[src/rtl/div_unit.sv]
// Multi-cycle radix-2 restoring divider (DIV/DIVU) for the EX stage.
// Produces one quotient bit per RUN cycle. result_o = {remainder, quotient}.
module div_unit #(
  parameter int unsigned WIDTH = 32
) (
  input  logic               clk,
  input  logic               rst,
  input  logic               start_i,
  input  logic               signed_i,
  input  logic               annul_i,
  input  logic [WIDTH-1:0]   opdata1_i,
  input  logic [WIDTH-1:0]   opdata2_i,
  output logic [2*WIDTH-1:0] result_o,
  output logic               ready_o,
  output logic               stall_o
);

  localparam int unsigned CntW = (WIDTH > 1) ? $clog2(WIDTH) : 1;

  typedef enum logic [1:0] {StIdle, StPrep, StRun, StDone} state_e;

  state_e             state_q, state_d;
  logic [CntW-1:0]    cnt_q, cnt_d;
  logic [WIDTH-1:0]   dvd_q, dvd_d;      // raw dividend as latched
  logic [WIDTH-1:0]   dvs_q, dvs_d;      // raw divisor as latched
  logic               sgn_q, sgn_d;
  logic [WIDTH-1:0]   rem_q, rem_d;
  logic [WIDTH-1:0]   quo_q, quo_d;
  logic [WIDTH-1:0]   mag_q, mag_d;      // divisor magnitude used in RUN
  logic               neg_quo_q, neg_quo_d;
  logic               neg_rem_q, neg_rem_d;
  logic [2*WIDTH-1:0] result_q, result_d;

  logic               last_bit;
  logic               dvs_zero;
  logic [WIDTH-1:0]   dvd_abs;
  logic [WIDTH-1:0]   dvs_abs;
  logic [WIDTH-1:0]   rem_sh;
  logic [WIDTH:0]     trial;
  logic [WIDTH-1:0]   fin_rem;
  logic [WIDTH-1:0]   fin_quo;

  assign last_bit = (cnt_q == CntW'(WIDTH - 1));
  assign dvs_zero = (dvs_q == '0);
  assign dvd_abs  = (sgn_q && dvd_q[WIDTH-1]) ? -dvd_q : dvd_q;
  assign dvs_abs  = (sgn_q && dvs_q[WIDTH-1]) ? -dvs_q : dvs_q;

  // One restoring step: shift {rem, quo} left, then try subtracting the divisor.
  assign rem_sh = {rem_q[WIDTH-2:0], quo_q[WIDTH-1]};
  assign trial  = {rem_q[WIDTH-1], rem_sh} - {1'b0, mag_q};

  // Sign fix-up of the magnitude result, modulo 2^WIDTH.
  assign fin_rem = neg_rem_q ? -rem_q : rem_q;
  assign fin_quo = neg_quo_q ? -quo_q : quo_q;

  // State register.
  always_ff @(posedge clk) begin
    if (rst) begin
      state_q <= StIdle;
    end else begin
      state_q <= state_d;
    end
  end

  // Next-state logic; annul cancels PREP/RUN but not a finished result.
  always_comb begin
    state_d = state_q;
    unique case (state_q)
      StIdle: if (start_i && !annul_i) state_d = StPrep;
      StPrep: begin
        if (annul_i)       state_d = StIdle;
        else if (dvs_zero) state_d = StDone;
        else               state_d = StRun;
      end
      StRun: begin
        if (annul_i)       state_d = StIdle;
        else if (last_bit) state_d = StDone;
      end
      StDone: state_d = StIdle;
      default: state_d = StIdle;
    endcase
  end

  // Outputs: the result is shown combinationally in DONE so ready_o and data coincide.
  always_comb begin
    ready_o  = (state_q == StDone);
    stall_o  = ((state_q == StIdle) && start_i && !annul_i) ||
               (state_q == StPrep) || (state_q == StRun);
    result_o = (state_q == StDone) ? {fin_rem, fin_quo} : result_q;
  end

  // Datapath next-state.
  always_comb begin
    cnt_d     = cnt_q;
    dvd_d     = dvd_q;
    dvs_d     = dvs_q;
    sgn_d     = sgn_q;
    rem_d     = rem_q;
    quo_d     = quo_q;
    mag_d     = mag_q;
    neg_quo_d = neg_quo_q;
    neg_rem_d = neg_rem_q;
    result_d  = result_q;
    unique case (state_q)
      StIdle: begin
        if (start_i && !annul_i) begin
          dvd_d = opdata1_i;
          dvs_d = opdata2_i;
          sgn_d = signed_i;
        end
      end
      StPrep: begin
        if (dvs_zero) begin
          // Divide by zero: all-ones quotient, raw dividend as remainder.
          quo_d     = '1;
          rem_d     = dvd_q;
          neg_quo_d = 1'b0;
          neg_rem_d = 1'b0;
        end else begin
          quo_d     = dvd_abs;
          rem_d     = '0;
          mag_d     = dvs_abs;
          cnt_d     = '0;
          neg_quo_d = sgn_q & (dvd_q[WIDTH-1] ^ dvs_q[WIDTH-1]);
          neg_rem_d = sgn_q & dvd_q[WIDTH-1];
        end
      end
      StRun: begin
        cnt_d = cnt_q + CntW'(1);
        if (!trial[WIDTH]) begin
          rem_d = trial[WIDTH-1:0];
          quo_d = {quo_q[WIDTH-2:0], 1'b1};
        end else begin
          rem_d = rem_sh;
          quo_d = {quo_q[WIDTH-2:0], 1'b0};
        end
      end
      StDone: result_d = {fin_rem, fin_quo};
      default: ;
    endcase
  end

  // Datapath registers.
  always_ff @(posedge clk) begin
    if (rst) begin
      cnt_q     <= '0;
      dvd_q     <= '0;
      dvs_q     <= '0;
      sgn_q     <= 1'b0;
      rem_q     <= '0;
      quo_q     <= '0;
      mag_q     <= '0;
      neg_quo_q <= 1'b0;
      neg_rem_q <= 1'b0;
      result_q  <= '0;
    end else begin
      cnt_q     <= cnt_d;
      dvd_q     <= dvd_d;
      dvs_q     <= dvs_d;
      sgn_q     <= sgn_d;
      rem_q     <= rem_d;
      quo_q     <= quo_d;
      mag_q     <= mag_d;
      neg_quo_q <= neg_quo_d;
      neg_rem_q <= neg_rem_d;
      result_q  <= result_d;
    end
  end

endmodule

[config.mk]
export PLATFORM = sky130hd
export DESIGN_NAME = div_unit
export DESIGN_NICKNAME = d
export VERILOG_FILES = /design/src/rtl/div_unit.sv
export SDC_FILE = /design/constraint.sdc
export NUM_CORES = 1
export LEC_CHECK = 0
export BUFFER_PORTS_ARGS = -buffer_cell sky130_fd_sc_hd__buf_2
export CELL_PAD_IN_SITES_DETAIL_PLACEMENT = 0
export CELL_PAD_IN_SITES_GLOBAL_PLACEMENT = 2
export CORE_MARGIN = 5
export CORE_UTILIZATION = 32
export CTS_CLUSTER_SIZE = 30
export DETAILED_ROUTE_END_ITERATION = 7
export PLACE_DENSITY = 0.85
export SLEW_MARGIN = 20
export SYNTH_ARGS = -nofsm -noshare
export SYNTH_HDL_FRONTEND = slang
export SYNTH_SLANG_ARGS = --single-unit
[constraint.sdc]
create_clock -name clk -period 3.45 [get_ports clk]
set_clock_uncertainty 0.05 [all_clocks]
set_input_delay 0.5175 -clock clk [delete_from_list [all_inputs] [get_ports clk]]
set_output_delay 0.5175 -clock clk [all_outputs]
set_load 0.1 [all_outputs]
After elaboration in Yosys (flattened, before gate mapping) --
Cells that the tools add are included.
Operators by class: reduce and logical (&&, ||, !) cells 15, bitwise logic cells 4, muxes and demuxes 21, eq/ne operators 7, add/subtract/negate cells 6
Operators by type and width (number):
- $mux 32 | 7
- $neg 32->32 | 4
- $pmux 32 s2 | 2
- $mux 64 | 1
- $sub 33x32->33 | 1
- $logic_not 32->1 | 1
- $pmux 5 s2 | 1
- $mux 2 | 4
- $pmux 2 s4 | 1
- $reduce_and 2->1 | 4
- $add 5x1->5 const B | 1
- $eq 5x5->1 const B | 1
- $logic_and 1x1->1 | 5
- $mux 5 | 1
- $eq 2x2->1 const B | 2
- $mux 1 | 4
- $ne 2x2->1 const B | 2
- $ne 3x3->1 const B | 1
- $and 1x1->1 | 2
- $eq 2x1->1 const B | 1
- $logic_not 2->1 | 1
- $logic_or 1x1->1 | 2
- $reduce_bool 2->1 | 1
- $logic_not 1->1 | 1
- other kinds (2) | 2
Word-level totals: bits in registers 234, input bits 69

Longest topological paths before layout --
Gate-level depths: netlist (run 1).
depth in word-level cells 5, depth in mapped cells 14, mapped depth without buffers 13

Worst setup path after synthesis (run 1) --
Ideal clock, no wire load.
path kind reg2out, start register rem_q[6], end output result_o[58], path slack -1.449 ns, arrival 4.331 ns, stages on the path, launching flop included 10, buffers on the path 0, cell sequence dfxtp_1 > or4_4 > nor2_4 > nand3_2 > or4_1 > or4_4 > or4_4 > o41ai_2 > xor2_1 > a21oi_1
Between the ends: longest elaborated chain between the ends 3
Ends and longest elaborated chain:
- start, declared | line 27 | logic [WIDTH-1:0] rem_q, rem_d;
- start signal, assigned | line 161 | rem_q <= rem_d;
- $neg 32->32 | line 53 | assign fin_rem = neg_rem_q ? -rem_q : rem_q;
- $mux 32 | line 53
- $mux 64
- end, declared | line 13 | output logic [2*WIDTH-1:0] result_o,
No other way between the ends.

Final worst setup path (run 1) --
start register rem_q[6], end output result_o[56]
Same word-level chain as after synthesis.

==> reports/metrics.csv, run 1 <==
stage;metric;value;unit
status;status;complete, but fails checks;
status;violated checks;negative setup slack;
route;DRT Pass-1 Iters;5;
timing;worst setup margin;-0.899;ns
placed_design;DP Worst Slack;-0.412;ns
placed_design;number of port buffers;134;
final_layout;area delta synth->final;32.3;%
grt;gr ovfl total;0;
critical_path;WP data required;2.88;ns
grt;first-pass GRT wire length;68500;um
final_layout;Multi-input gate area;9260;um2
placed_design;dpl hpwl;32600;um
logic_synthesis;Post-Syn Area;13500;um2
critical_path;Crit-path slowest cell;or4_4;
floorplan;# rows;75;
route;routed via count;12800;
final_layout;Final #Nets;2047;
timing;fin crit share;126;%
logic_synthesis;EDFF count, synth;0;
critical_path;WP data arrival;3.78;ns
critical_path;Worst path max stage delay;0.55;ns
logic_synthesis;syn nets;1890;
route;# DRC;0;
clocking;Reg clk slew, reported paths;0.06;ns
timing;minimum clock period;4.35;ns
logic_synthesis;YS warnings;0;
timing;final max-slew violation count;0;
timing;Final Hold Viols;0;
timing;Worst Tran Pin Value;1.06;ns
clocking;Worst-Skew Late Latency;0.57;ns
clocking;clock tree buffer depth;3;
critical_path;Crit path buffers/inverters;2;
clocking;CTS Buf Count;27;
logic_synthesis;Post-synth ARST share;0;%
logic_synthesis;synth top area cells;dfxtp_1, a21oi_1, nand2_1;
logic_synthesis;Avg Inst Size Synth;7.62;um2
timing;RSZ-0062 raised after global routing;true;
placed_design;Placer Congestion;0.901;
power;Leak;7.00;nW
critical_path;endpoint class of the critical path;output port;
final_layout;most frequent cells in the layout;nand2_1, dfxtp_1, nor2_1, a21oi_1, buf_4;
route;Initial DRC Count;949;
floorplan;# IOs;135;
route;routed len/inst;17.5;um
logic_synthesis;synthesized flop and latch total;234;
timing;Worst slew margin;29.2;%
floorplan;die footprint;46600;um2
placed_design;Cells after DPL;2432;
critical_path;largest fanout on the critical path;4;
grt;vias in the first global route;12000;
grt;initial antenna violation count;0;
route;vias per inst;5.13;
final_layout;fin area;17900;um2
clocking;CTS Sinks;234;
critical_path;Worst Setup Path Type;reg -> out;
worst_hold_path;Hold Crit Class;in -> reg;
final_layout;Non-Filler Instances;2494;
power;worst vdd ir;0.000351;V
floorplan;DIE HEIGHT;216;um
clocking;CTS root buf;clkbuf_16;
final_layout;share of cells above drive strength 1;23.7;%
route;remaining antenna violation count after routing;0;
logic_synthesis;Cells after Synth;1778;
floorplan;die width;216;um
timing;setup TNS;-13.88;ns
final_layout;Seq. cell area;4690;um2
final_layout;commonest non-fill, non-tap cell in the layout;nand2_1;
final_layout;Fillers;4186;
clocking;H-tree Lvls;1;
logic_synthesis;prevailing post-synth register cell;dfxtp_1;
power;pwr dens;603;nW/um2
logic_synthesis;top-area cell type share of the netlist area;34.6;%
floorplan;Starting Density;32.3;%
timing;Max Freq;0.230;GHz
grt;largest net degree at the start of global routing;169;
critical_path;worst-path cell chain;or4_4, nor2_4, nand3_2, or4_4, or4_4, or4_4, buf_4, o21ai_4, xor2_2, a21oi_4, buf_12;
route;final WL;43600;um
clocking;cts hold-fix bufs;0;
critical_path;Setup crit start kind;register;
critical_path;most used cell, CP;or4_4;
final_layout;ANT cells;0;
floorplan;Core ar.;41900;um2
job;MaxCap Viol Count;0;
logic_synthesis;sequential share of the synthesized area;34.6;%
critical_path;CP delay by family, top;simple AND/OR/NAND/NOR gates;
timing;Final setup viols;28;
timing;hold_ws;0.129;ns
grt;total track usage;17.8;%
logic_synthesis;Distinct cells, synth;71;
placed_design;DP Area;16300;um2
clocking;TritonCTS clock tree;done;
logic_synthesis;biggest area consumer among synthesized cells;dfxtp_1;
## metal layers
metal	routed length [um]	up-vias	GRT usage [%]
li1	-	6514	-
met1	21900	5956	26.6
met2	18100	269	26.1
met3	1770	63	2.27
met4	1800	0	6.64
met5	0	-	0
## worst paths after layout
kind,cells past startpoint,from,slack (ns),end
worst max-delay path,11,rem_q[6],-0.90,result_o[56]
worst min-delay path,3,opdata1_i[18],0.13,dvd_q[18]
worst max register to register,11,rem_q[6],0.09,result_q[56]
worst min register to register,2,mag_q[31],0.42,mag_q[31]
## worst min-delay path, delay by kind of cell
kind	cells	cell delay, ns
buffers and inverters	1	0.09
AOI/OAI and AO/OA	1	0.05
and+or+nand+nor	1	0.04
## per-stage QoR
step	util, %	power, mW
detailed placement	38.8	7.49
CTS	42.0	10.7
finish	42.7	10.8
floorplan	-	6.11
global placement	38.8	7.46
global route	42.7	11.5
## state kept, by name, summed over array words and instances (netlist names)
name       flops
quo_q         32
sgn_q          1
dvs_q         32
dvd_q         32
cnt_q          5
rem_q         32
result_q      64
neg_quo_q      1
mag_q         32
neg_rem_q      1
state_q        2
## power breakdown
| group | leakage [nW] | switching, mW | internal, mW | total [mW] |
|---|---|---|---|---|
| combinational | 4.65 | 2.76 | 1.99 | 4.75 |
| clock | 0.447 | 1.21 | 1.72 | 2.93 |
| sequential | 1.90 | 0.219 | 2.91 | 3.13 |
| total | 7.00 | 4.19 | 6.62 | 10.8 |
## cell families (layout without fill, tap and decap cells)
logic type | count (synthesis) | after routing | synth area share, %
AND/OR/NAND/NOR | 650 | 650 | 22.0
AO/OA/AOI/OAI | 509 | 509 | 23.7
flip-flops | 234 | 234 | 34.6
buffers and inverters | 181 | 358 | 5.05
XOR/XNOR | 145 | 145 | 9.37
adder cells (fa/ha/maj) | 43 | 43 | 4.03
multiplexers | 16 | 16 | 1.25
## timing repair
item	in CTS	in global routing
pin swaps	31	42
gates cloned	0	0
buffers inserted	12	9
endpoints found under the setup margin	34	68
endpoints found under the hold margin	0	0
gates resized for setup	72	55
## cell usage after synthesis, drive strengths merged, types with 23 or more instances
cell,n
xor2,92
and2,73
dfxtp,234
ha,42
a221oi,23
clkbuf,109
a21oi,234
o221ai,24
nand2,259
o21ai,67
nor2,178
inv,59
o31ai,28
a211oi,34
nor3,38
xnor2,53
## final cells by class
type / count / area share, %
Multi-Input combinational cell: 1363 / 51.7
Sequential cell: 234 / 26.2
Timing Repair Buffer: 250 / 12.1
Clock buffer: 34 / 4.25
Tap cell: 539 / 3.76
Inverter: 59 / 1.24
Clock inverter: 15 / 0.859
No activity file was read; power rests on OpenSTA's default activity.
==> inputs of run 2 (changes only) <==
ABC_AREA = 1   (was not set)
CORE_UTILIZATION = 29   (was 32)
PLACE_DENSITY = 0.83   (was 0.85)
==> run 2 against run 1 <==
  * Critical endpoint is now result_o[53]
  * The flow now finishes without violations
  * Combinational power increased by 13%
  * Fmax up 32%
  * Critical path type unchanged
  * Wire length increased by 32%
  * Non-clock buffer count fell by 92
  * Highest routed layer unchanged
  * Setup slack better by 1.0 ns
  * Die area is 27% higher
  * Clock power fell by 4%
  * Largest power group unchanged
==> reports/metrics.csv, run 2 <==
stage;metric;value;unit;change
critical_path;WP data arrival;2.73;ns;-1.05 ns
route;DRT Pass-1 Iters;6;;+1
clocking;H-tree Lvls;1;;unchanged
clocking;TritonCTS clock tree;done;;
floorplan;# rows;85;;+13%
logic_synthesis;prevailing post-synth register cell;dfxtp_1;;
logic_synthesis;sequential share of the synthesized area;29.7;%;-4.9 points
placed_design;dpl hpwl;45400;um;+39%
grt;vias in the first global route;15100;;+26%
logic_synthesis;YS warnings;0;;unchanged
critical_path;Worst Setup Path Type;reg -> out;;
power;Power Internal;6.17;mW;-6.9%
status;status;completed;;
route;# DRC;0;;unchanged
final_layout;ANT cells;0;;unchanged
clocking;cts hold-fix bufs;0;;unchanged
logic_synthesis;biggest area consumer among synthesized cells;dfxtp_1;;
critical_path;Crit path buffers/inverters;4;;+2
logic_synthesis;EDFF count, synth;0;;unchanged
grt;gr ovfl total;0;;unchanged
grt;initial antenna violation count;0;;unchanged
final_layout;largest reg by FF count;result_q;;
route;remaining antenna violation count after routing;0;;unchanged
final_layout;Multi-input gate area;9180;um2;-0.80%
power;combinational power share;46.8;%;+2.9 points
power;worst vdd ir;0.000357;V;+1.9%
power;Clk pwr share;24.7;%;-2.4 points
placed_design;Cells after DPL;3329;;+37%
floorplan;DIE HEIGHT;243;um;+13%
floorplan;die footprint;59100;um2;+27%
critical_path;CP delay by family, top;buffers and inverters;;
timing;Final setup viols;0;;-100%
logic_synthesis;top-count cell post-synth;nand2_1;;
timing;fin crit share;95.6;%;-30 points
final_layout;Fillers;5982;;+43%
final_layout;share of cells above drive strength 1;11.1;%;-13 points
grt;total track usage;18.6;%;+0.79 points
critical_path;Worst path max stage delay;0.66;ns;+0.11 ns
route;vias per inst;4.77;;-7.0%
timing;worst setup margin;0.151;ns;+1.05 ns
power;Leak;9.20;nW;+31%
job;MaxCap Viol Count;0;;unchanged
logic_synthesis;top-area cell type share of the netlist area;29.7;%;-4.9 points
critical_path;largest fanout on the critical path;11;;+7
floorplan;die width;243;um;+13%
power;Sw Ratio;46.0;%;+7.3 points
final_layout;commonest non-fill, non-tap cell in the layout;nand2_1;;
clocking;Worst-Skew Late Latency;0.58;ns;about the same
power;sequential share of power;28.5;%;-0.5 points
clocking;CTS Sinks;234;;unchanged
clocking;clock tree buffer depth;3;;unchanged
final_layout;area delta synth->final;18.4;%;
timing;Max Freq;0.303;GHz;+32%
placed_design;DP Worst Slack;0.421;ns;+0.833 ns
floorplan;Starting Density;29.3;%;-3.0 points
critical_path;worst-path cell chain;buf_4, inv_1, buf_4, o21ai_0, xor2_1, nand2_1, nand2_1, buf_12;;
placed_design;number of port buffers;134;;unchanged
critical_path;Setup crit start kind;register;;
timing;minimum clock period;3.30;ns;-1.05 ns
logic_synthesis;Commonest cells post-synth;nand2_1, inv_1, a21oi_1;;
clocking;CTS root buf;clkbuf_16;;
floorplan;# IOs;135;;unchanged
logic_synthesis;Post-Syn Area;15800;um2;+16%
critical_path;Crit-path slowest cell;dfxtp_1;;
route;routed len/inst;17.0;um;-2.8%
grt;first-pass GRT wire length;88600;um;+29%
final_layout;max reg flops;64;;unchanged
final_layout;Non-Filler Instances;3376;;+35%
power;Sw Pwr;5.26;mW;+26%
worst_hold_path;Hold Crit Class;in -> reg;;
critical_path;WP data required;2.88;ns;about the same
logic_synthesis;Post-synth ARST share;0;%;unchanged
final_layout;Final #Nets;2775;;+36%
logic_synthesis;syn nets;2694;;+43%
timing;Worst slew margin;29.4;%;+0.18 points
clocking;Reg clk slew, reported paths;0.06;ns;about the same
power;Final Power;11.4;mW;+5.7%
route;routed via count;16100;;+26%
final_layout;most frequent cells in the layout;nand2_1, inv_1, a21oi_1;;
logic_synthesis;Avg Inst Size Synth;6.11;um2;-20%
route;Initial DRC Count;1327;;+40%
logic_synthesis;Cells after Synth;2582;;+45%
logic_synthesis;Distinct cells, synth;54;;-24%
route;final WL;57300;um;+32%
grt;largest net degree at the start of global routing;96;;-43%
logic_synthesis;synthesized flop and latch total;234;;unchanged
power;pwr dens;612;nW/um2;+1.4%
timing;Final Hold Viols;0;;unchanged
placed_design;Placer Congestion;0.881;;-2.2%
timing;RSZ-0062 raised after global routing;true;;
clocking;CTS Buf Count;28;;+3.7%
floorplan;Core ar.;53800;um2;+28%
final_layout;Seq. cell area;4690;um2;about the same
logic_synthesis;synth top area cells;dfxtp_1, nand2_1, inv_1;;
critical_path;endpoint class of the critical path;output port;;
timing;Worst Tran Pin Value;1.06;ns;-0.00129 ns
timing;final max-slew violation count;0;;unchanged
run 2: worst reg2reg max path, cell delays in order, from the launching register on:
cell and delay [ns]:
dfxtp_1 0.67, ha_1 0.41, nand2_1 0.11, nand2_1 0.08
inv_1 0.06, nand2_1 0.07, nand2_1 0.06, nand2_1 0.11
a21oi_4 0.24, nand3_4 0.15, nand2_4 0.34, nand2_1 0.10
nand2_1 0.07, nand2_1 0.06, a21oi_2 0.14
run 2: layer usage:
layer  wire, um  global-route usage (%)  share of wire [%]  up-vias
li1           -                       -                  -     8349
met1      28200                    27.4                 49     7307
met2      25100                    29.5                 44      401
met3       2890                    2.17                5.0       58
met4       1090                    3.47                1.9        0
met5          0                       0                  0        -
run 2: path summary, 6_finish.rpt:
kind	depth (start not counted)	startpoint	slack, ns	end
min	3	opdata2_i[10]	0.16	dvs_q[10]
max reg2reg	14	rem_q[18]	0.66	rem_q[28]
max	8	neg_rem_q	0.15	result_o[53]
min reg2reg	2	quo_q[23]	0.42	quo_q[23]
run 2: logic make-up (layout without fill, tap and decap cells):
logic type                 Yosys count  count (layout)  share of synthesized area [%]
xor gates and xnor gates            85              85                           4.72
and+or+nand+nor                   1203            1203                           32.3
buffers and inverters              507             605                           12.8
adders and majority gates           43              43                           3.46
DFF                                234             234                           29.7
AOI/OAI and AO/OA                  510             510                           17.0
run 2: timing repair:
| action | CTS | global route |
|---|---|---|
| pin swaps | 1 | 2 |
| gates cloned | 0 | 0 |
| resized for setup | 10 | 48 |
| endpoints found under the setup margin | 9 | 33 |
| setup buffers | 0 | 0 |
run 2: through the flow:
| step | hold WS (ns) | instance area, um2 | utilization (%) | setup TNS (ns) |
|---|---|---|---|---|
| 2_1_floorplan | 0.383 | 15800 | - | -2.23 |
| 3_3_place_gp | 0.405 | 17600 | 32.8 | 0 |
| 3_5_place_dp | 0.409 | 17600 | 32.8 | 0 |
| 4_1_cts | 0.136 | 18500 | 34.4 | 0 |
| 5_1_grt | 0.154 | 18700 | 34.7 | -0.0446 |
| 6_report | 0.159 | 18700 | 34.7 | 0 |
run 2: cell type report:
cell class                 instances  area share [%]
clock inverter                     6           0.261
clock buffer                      41            4.33
multi-input combinational       1841            49.2
sequential                       234            25.1
inverter                         400            8.04
tap                              696            4.66
timing repair buffer             158            8.44
run 2: power by group through the flow:
stage          Sequential [mW]  Clock (mW)  Combinational (mW)
4_1_cts                   3.24        2.91                5.31
5_1_grt                   3.28        3.01                6.03
3_5_place_dp              3.30           0                5.27
2_1_floorplan             3.16           0                3.94
6_report                  3.26        2.82                5.35
3_3_place_gp              3.30           0                5.26
